--- src/rtl/axis_differentiator_mc.sv ---
// axis_differentiator_mc: per-channel y[n]=x[n]-x[n-DELAY] on an interleaved AXI-Stream (S_AXIS in, M_AXIS out with tuser=channel, tlast passthrough, sticky sync_err on misplaced tlast)
module axis_differentiator_mc #(
  parameter int IN_WIDTH = 32,
  parameter int OUT_WIDTH = 32,
  parameter int CHANNELS = 1,
  parameter int DELAY = 1,
  parameter bit SATURATE = 1,
  parameter int CH_W = (CHANNELS > 1) ? $clog2(CHANNELS) : 1
) (
  input  logic                 aclk,
  input  logic                 areset,
  input  logic [IN_WIDTH-1:0]  S_AXIS_tdata,
  input  logic                 S_AXIS_tvalid,
  output logic                 S_AXIS_tready,
  input  logic                 S_AXIS_tlast,
  output logic [OUT_WIDTH-1:0] M_AXIS_tdata,
  output logic                 M_AXIS_tvalid,
  input  logic                 M_AXIS_tready,
  output logic                 M_AXIS_tlast,
  output logic [CH_W-1:0]      M_AXIS_tuser,
  output logic                 sync_err
);
  localparam int PW = (DELAY > 1) ? $clog2(DELAY) : 1;
  localparam logic [CH_W-1:0] CH_LAST = CH_W'(CHANNELS - 1);
  localparam logic [PW-1:0] P_LAST = PW'(DELAY - 1);
  logic [IN_WIDTH-1:0] hist [2**CH_W][2**PW];
  logic [PW-1:0] ptr [2**CH_W];
  logic [CH_W-1:0] cnt;
  logic [IN_WIDTH-1:0] old;
  logic signed [IN_WIDTH:0] diff;
  logic [OUT_WIDTH-1:0] y;
  logic acc;
  assign S_AXIS_tready = !areset && (!M_AXIS_tvalid || M_AXIS_tready);
  assign acc = S_AXIS_tvalid && S_AXIS_tready;
  assign old = hist[cnt][ptr[cnt]];
  assign diff = $signed({S_AXIS_tdata[IN_WIDTH-1], S_AXIS_tdata}) - $signed({old[IN_WIDTH-1], old});
  generate
    if (SATURATE && OUT_WIDTH <= IN_WIDTH) begin : g_sat
      logic [IN_WIDTH-OUT_WIDTH+1:0] top;
      assign top = diff[IN_WIDTH:OUT_WIDTH-1];
      assign y = (&top || ~|top) ? diff[OUT_WIDTH-1:0] : {diff[IN_WIDTH], {(OUT_WIDTH-1){~diff[IN_WIDTH]}}};
    end else begin : g_cast
      assign y = OUT_WIDTH'(diff);
    end
  endgenerate
  always_ff @(posedge aclk or posedge areset) begin
    if (areset) begin
      cnt <= '0;
      sync_err <= 1'b0;
      M_AXIS_tvalid <= 1'b0;
      M_AXIS_tdata <= '0;
      M_AXIS_tlast <= 1'b0;
      M_AXIS_tuser <= '0;
      for (int i = 0; i < 2**CH_W; i++) begin
        ptr[i] <= '0;
        for (int j = 0; j < 2**PW; j++) hist[i][j] <= '0;
      end
    end else if (acc) begin
      hist[cnt][ptr[cnt]] <= S_AXIS_tdata;
      ptr[cnt] <= (ptr[cnt] == P_LAST) ? '0 : ptr[cnt] + 1'b1;
      cnt <= (S_AXIS_tlast || cnt == CH_LAST) ? '0 : cnt + 1'b1;
      sync_err <= sync_err | (S_AXIS_tlast && cnt != CH_LAST);
      M_AXIS_tdata <= y;
      M_AXIS_tlast <= S_AXIS_tlast;
      M_AXIS_tuser <= cnt;
      M_AXIS_tvalid <= 1'b1;
    end else if (M_AXIS_tready) begin
      M_AXIS_tvalid <= 1'b0;
    end
  end
endmodule

--- config.mk ---
export PLATFORM = sky130hd
export DESIGN_NAME = axis_differentiator_mc
export DESIGN_NICKNAME = d
export VERILOG_FILES = /design/src/rtl/axis_differentiator_mc.sv
export SDC_FILE = /design/constraint.sdc
export NUM_CORES = 1
export LEC_CHECK = 0
export ABC_AREA = 1
export ABC_CLOCK_PERIOD_IN_PS = 3800
export CAP_MARGIN = 20
export CORE_ASPECT_RATIO = 2
export CORE_UTILIZATION = 45
export CTS_CLUSTER_SIZE = 10
export DETAILED_ROUTE_END_ITERATION = 7
export GPL_TIMING_DRIVEN = 0
export PLACE_DENSITY = 0.62
export RECOVER_POWER = 50
export SYNTH_ARGS = -nofsm -noshare
export SYNTH_HDL_FRONTEND = slang
export SYNTH_SLANG_ARGS = --single-unit
--- constraint.sdc ---
create_clock -name aclk -period 3.8 [get_ports aclk]
set_input_delay 0.76 -clock aclk [delete_from_list [all_inputs] [get_ports aclk]]
set_output_delay 0.76 -clock aclk [all_outputs]
set_load 0.03 [all_outputs]
==> impl_results.md, run 1 <==
* First drt pass iteration count at 4
* Worst R2R End: M_AXIS_tdata[18]
* Routed len/inst at 15.6 um
* Max cap viols at 1
* Clk sink count at 101
* Die area at 0.0154 sq mm
* Nets at 1,064
* Min Hold Slack at 0.482 ns
* Library cells used by synthesis at 33
* Gpl congestion at 0.983
* Min-Delay Path Class: reg -> reg
* Unrepaired setup endpoints after global routing: false
* Depth of the CTS H-tree at 3
* Total Routing Usage GR at 26.0%
* Syn nets at 980
* Final WL at 18,500 um
* Total global routing overflow at 0
* Seq/Total Area, Yosys at 37.7%
* Reg2reg start: cnt
* Failing checks: capacitance limit, slew limit
* Vias per inst at 4.92
* Layout area overhead at 19.5%
* CTS clk-pin slew, worst paths at 0.08 ns
* Layout cells sized above 1 at 10.1%
* First-pass GRT wire length at 29,600 um
* Critical path peak fanout at 10
* # fillers at 1,490
* Setup CP Type: reg -> reg
* Syn Std Cell Area at 0.00671 sq mm
* Total power at 0.00438 W
* Critical path arrival at 3.61 ns
* Die Span X at 88.3 um
* Num CTS Buffers at 9
* Final Hold Fails at 0
* Static leakage at 4.15 nW
* Mapped Cells at 910
* Vias in the first global route at 5,976
* Initial DRC count at 216
* Most common cell after layout, fill and taps aside: nand2_1
* Clock buffer depth at 2
* Final Core Density at 55.5%
* Hold depth at 2
* Crit. End Element: flop
* Pin count of the biggest net entering global routing at 52
* Core area at 0.0144 sq mm
* Final Critical Period at 3.37 ns
* Clk Latency, worst-skew pair at 0.36 ns
* Routed Antenna Nets at 0
* Design area at 0.00801 sq mm
* Synthesized area per cell at 7.37 sq um
* Power Density at 547 mW/mm^2
* Postcts setup bufs at 0
* Fin. max-slew vios at 51
* Cts hold-fix bufs at 0
* FF-to-FF path depth at 14
* Chip height at 175 um
* Rows at 62
* Clk_skew at 0.00900 ns
* Worst Tran Pin Value at 2.06 ns
* Final Cycle Share at 88.6%
* Worst Path Required at 4.05 ns
* DP Wirelength at 15,000 um
* F_max at 297 MHz
* Initial antenna violation count at 0
* Final setup violation count at 0
* PortBufs at 73
* Via count at 5,864
* Worst Min Path Start: hist[33]
* Clock root buffer: clkbuf_16
* Starting density of the core at 46.5%
* Syn. warnings at 0
* Crit start category: flop
* Max_slew headroom at -37.3%
* Dpl cell area at 0.00771 sq mm
* DRC errors left at 0
* Post-CTS resize count at 3
* R2r setup slk at 0.43 ns
* Synthesized flop and latch total at 101
* Ant diodes at 0
* Worst VDD drop at 290 uV
* Reg area at 0.00253 sq mm
* Num ports at 74
* Most frequent cells in the layout: 293 x nand2_1, 141 x inv_1, 101 x dfrtp_1
* CTS tree: built
* Area of the multi-input gates at 0.00350 sq mm
* Min-Delay Endpoint: hist[33]
* Status: finished with violations
## power by group
group	switching [W]	internal [W]
clock	0.000438	0.000521
sequential	0.000102	0.00127
combinational	0.00126	0.000783
total	0.00180	0.00258
## per-stage QoR
| stage | cells | setup slack (ns) | TNS (ns) |
|---|---|---|---|
| after floorplan | 910 | 0.393 | 0 |
| after global placement | 1175 | -1.29 | -129.43 |
| after detailed placement | 1176 | -0.0225 | -0.395 |
| after CTS | 1192 | 0.231 | 0 |
| after global routing | 1191 | 0.202 | 0 |
| final | 1191 | 0.433 | 0 |
## registers in the layout, summed over array words and instances, names as in the netlist
register       count
hist              64
M_AXIS_tdata      32
M_AXIS_tlast       1
M_AXIS_tuser       1
M_AXIS_tvalid      1
cnt                1
sync_err           1
## worst max-delay path, stage by stage (launching register included)
cell	delay (ns)
dfrtp_1	0.65
buf_2	0.40
mux2i_1	0.23
ha_1	0.33
a21oi_1	0.35
nand2_1	0.12
nand2_1	0.07
nand2_1	0.04
a21oi_1	0.28
nand2_1	0.13
nand2_1	0.07
nand2_1	0.10
a21oi_4	0.20
buf_6	0.20
a21oi_2	0.07
## routing by layer
layer	vias up	GRT usage, %	part of all wire [%]
li1	3010	-	-
met1	2711	24.9	35
met2	98	50.6	58
met3	45	3.59	2.0
met4	0	14.0	5.1
met5	-	0	0
## synth_stat cells
library cell	instances	area, sq um
o21ai_0	69	345
buf_1	3	11.3
clkbuf_1	16	60.1
nand4_2	1	12.5
a21oi_1	27	135
mux2i_1	30	300
nor3b_1	1	7.51
nor2_1	46	173
nand2_1	293	1100
o21bai_1	12	90.1
a21oi_2	32	280
a21oi_4	1	16.3
nand2_2	5	31.3
nand4_1	3	18.8
a21o_1	1	7.51
nor4_2	1	12.5
inv_1	141	529
a21o_2	1	8.76
xor2_1	16	140
nand3b_1	2	15.0
buf_2	2	10.0
and2_1	1	6.26
nor3_1	6	30.0
or2_2	32	200
ha_1	32	400
fa_1	1	20.0
nand3_1	23	115
or2_1	1	6.26
nor2_2	1	6.26
dfrtp_1	101	2530
buf_6	6	67.6
xnor2_1	2	17.5
clkinv_1	1	3.75
## layout make-up
cell class                      instances  area share [%]
Inverter                              142            6.65
Clock inverter                          7            1.05
Multi-Input combinational cell        640            43.6
Buffer                                 26            1.84
Sequential cell                       101            31.5
Timing Repair Buffer                   74            9.46
Clock buffer                            9            2.81
Tap cell                              192            3.00
## cell families (layout without fill, tap and decap cells)
logic type | Yosys count | count (layout) | share of synthesized area [%]
DFF | 101 | 101 | 37.7
AOI/OAI and AO/OA | 143 | 143 | 13.2
buffers and inverters | 169 | 258 | 10.2
and+or+nand+nor | 416 | 416 | 25.9
adders and majority gates | 33 | 33 | 6.27
muxes | 30 | 30 | 4.48
xor gates and xnor gates | 18 | 18 | 2.35
## worst max path at each step
stage | start | end | cells past startpoint
global route | cnt | M_AXIS_tdata[22] | 14
finish | cnt | M_AXIS_tdata[18] | 14
global placement | areset | hist[51] | 2
floorplan | areset | M_AXIS_tdata[0] | 1
detailed placement | cnt | M_AXIS_tdata[18] | 15
CTS | cnt | M_AXIS_tdata[22] | 15
Note: power is estimated with default switching activity, not from simulation.
==> run 2: changes to the inputs <==
CORE_UTILIZATION = 25   (was 45)
PLACE_DENSITY = 0.38   (was 0.62)
==> impl_results.md, run 2 (same netlist as run 1, synthesis figures left out) <==
* Status: finished with violations
* Failing checks: capacitance limit, slew limit
* Fin. max-slew vios at 42 (-18%)
* Most frequent cells in the layout: 293 x nand2_1, 140 x inv_1, 101 x dfrtp_1
* Worst R2R End: M_AXIS_tdata[12]
* Initial antenna violation count at 0 (unchanged)
* Crit start category: flop
* Die Span X at 118 um (+33%)
* Worst Tran Pin Value at 1.91 ns (-0.150 ns)
* Ant diodes at 0 (unchanged)
* Biggest register: hist
* R2r setup slk at 0.35 ns (-0.09 ns)
* Clock buffer depth at 2 (unchanged)
* Total power at 0.00450 W (+2.8%)
* Die area at 0.0275 sq mm (+78%)
* Crit. End Element: flop
* F_max at 290 MHz (-2.5%)
* Starting density of the core at 25.5% (-21 points)
* CTS tree: built
* Clk sink count at 101 (unchanged)
* Static leakage at 4.15 nW (-0.11%)
* Power Density at 550 mW/mm^2 (+0.48%)
* Core area at 0.0263 sq mm (+82%)
* Gpl congestion at 0.840 (-15%)
* Max cap viols at 1 (unchanged)
* PortBufs at 73 (unchanged)
* First-pass GRT wire length at 34,400 um (+16%)
* Worst Min Path Start: hist[50]
* Layout cells sized above 1 at 9.91% (-0.20 points)
* Depth of the CTS H-tree at 3 (unchanged)
* Final Core Density at 31.2% (-24 points)
* Reg area at 0.00253 sq mm (unchanged)
* Total global routing overflow at 0 (unchanged)
* Area of the multi-input gates at 0.00350 sq mm (unchanged)
* Max_slew headroom at -27.8% (+9.5 points)
* Via count at 5,779 (-1.4%)
* Unrepaired setup endpoints after global routing: false
* Num CTS Buffers at 9 (unchanged)
* DRC errors left at 0 (unchanged)
* Rows at 84 (+35%)
* First drt pass iteration count at 4 (unchanged)
* Setup CP Type: reg -> reg
* Clock root buffer: clkbuf_16
* Num ports at 74 (unchanged)
* Clk Latency, worst-skew pair at 0.38 ns (+0.02 ns)
* Worst Path Required at 4.06 ns (about the same)
* Cts hold-fix bufs at 0 (unchanged)
* Reg2reg start: cnt
* Final WL at 22,300 um (+20%)
* Min Hold Slack at 0.482 ns (+0.000213 ns)
* Clk_skew at 0.0114 ns (+0.00236 ns)
* Initial DRC count at 177 (-18%)
* FF-to-FF path depth at 14 (unchanged)
* Layout area overhead at 22.2%
* Critical path peak fanout at 10 (unchanged)
* Most common cell after layout, fill and taps aside: nand2_1
* Routed Antenna Nets at 0 (unchanged)
* Top flop regs: hist x64, M_AXIS_tdata x32
* Routed len/inst at 16.6 um (+6.5%)
* # fillers at 2,967 (+99%)
* Total Routing Usage GR at 17.2% (-8.9 points)
* Final Cycle Share at 90.9% (+2.3 points)
* Final setup violation count at 0 (unchanged)
* Vias in the first global route at 6,137 (+2.7%)
* Min-Delay Path Class: reg -> reg
* Chip height at 234 um (+34%)
* Final Hold Fails at 0 (unchanged)
* Pin count of the biggest net entering global routing at 62 (+19%)
* Vias per inst at 4.30 (-13%)
* Final Critical Period at 3.45 ns (+0.0862 ns)
* CTS clk-pin slew, worst paths at 0.07 ns (about the same)
* Critical path arrival at 3.72 ns (+0.11 ns)
* Worst VDD drop at 172 uV (-41%)
* Hold depth at 2 (unchanged)
* Max reg flops at 64 (unchanged)
* Min-Delay Endpoint: hist[50]
* Nets at 1,064 (unchanged)
* DP Wirelength at 18,200 um (+21%)
run 2: changes by cell type in the layout (fill, tap and decap cells not counted), sizes merged:
cell           before  now
clkdlybuf4s50      59   58
clkinvlp            3    1
inv               143  140
buf                11   10
bufinv              1    2
dlygate4sd3        14   15
clkbuf             25   30
run 2: per-stage QoR:
step | area (sq um) | std cells | setup slack, ns | TNS, ns
after floorplan | 6710 | 910 | 0.393 | 0
after global placement | 7870 | 1327 | -1.69 | -176.07
after detailed placement | 7900 | 1328 | -0.253 | -7.48
after CTS | 8220 | 1344 | 0.0155 | 0
after global routing | 8190 | 1343 | 0.0421 | 0
final | 8190 | 1343 | 0.347 | 0
run 2: final cells by class:
type / count / share of cell area [%]
plain buffers: 26 / 1.80
clock buffers: 13 / 3.05
clock inverters: 3 / 0.840
inverters: 142 / 6.52
multi-input cells: 640 / 42.7
flip-flops and latches: 101 / 30.8
well taps: 344 / 5.25
repair buffers: 74 / 9.01
run 2: timing repair:
item                                    in CTS  in global routing
endpoints found under the setup margin      31                 31
resized for setup                            3                  0
setup buffers                                0                  0
run 2: report_power, final:
group	switching, W	internal (W)	leakage, nW
clock	0.000436	0.000597	0.154
combinational	0.00131	0.000780	2.73
sequential	0.000111	0.00127	1.26
total	0.00185	0.00265	4.15
run 2: layer usage:
layer  global-route usage [%]  up-vias  routed length, um
li1                         -     3008                  -
met1                     15.4     2673               7610
met2                     35.8       64              13300
met3                     2.29       34                385
met4                     9.58        0                942
met5                        0        -                  0
run 2: how the worst max path moves through the flow:
stage,startpoint,to
global route,cnt,M_AXIS_tdata[22]
finish,cnt,M_AXIS_tdata[12]
detailed placement,cnt,M_AXIS_tdata[1]
CTS,cnt,M_AXIS_tdata[12]
global placement,areset,hist[52]
floorplan,areset,M_AXIS_tdata[0]
run 2: worst max-delay path, cell delays in order, from the launching register on:
cell,delay [ns]
dfrtp_1,0.71
buf_2,0.44
mux2i_1,0.23
ha_1,0.34
a21oi_1,0.29
nand2_1,0.09
nand2_1,0.06
nand2_1,0.08
a21oi_1,0.32
nand2_1,0.12
nand2_1,0.07
nand2_1,0.09
a21oi_4,0.20
buf_6,0.20
a21oi_2,0.07
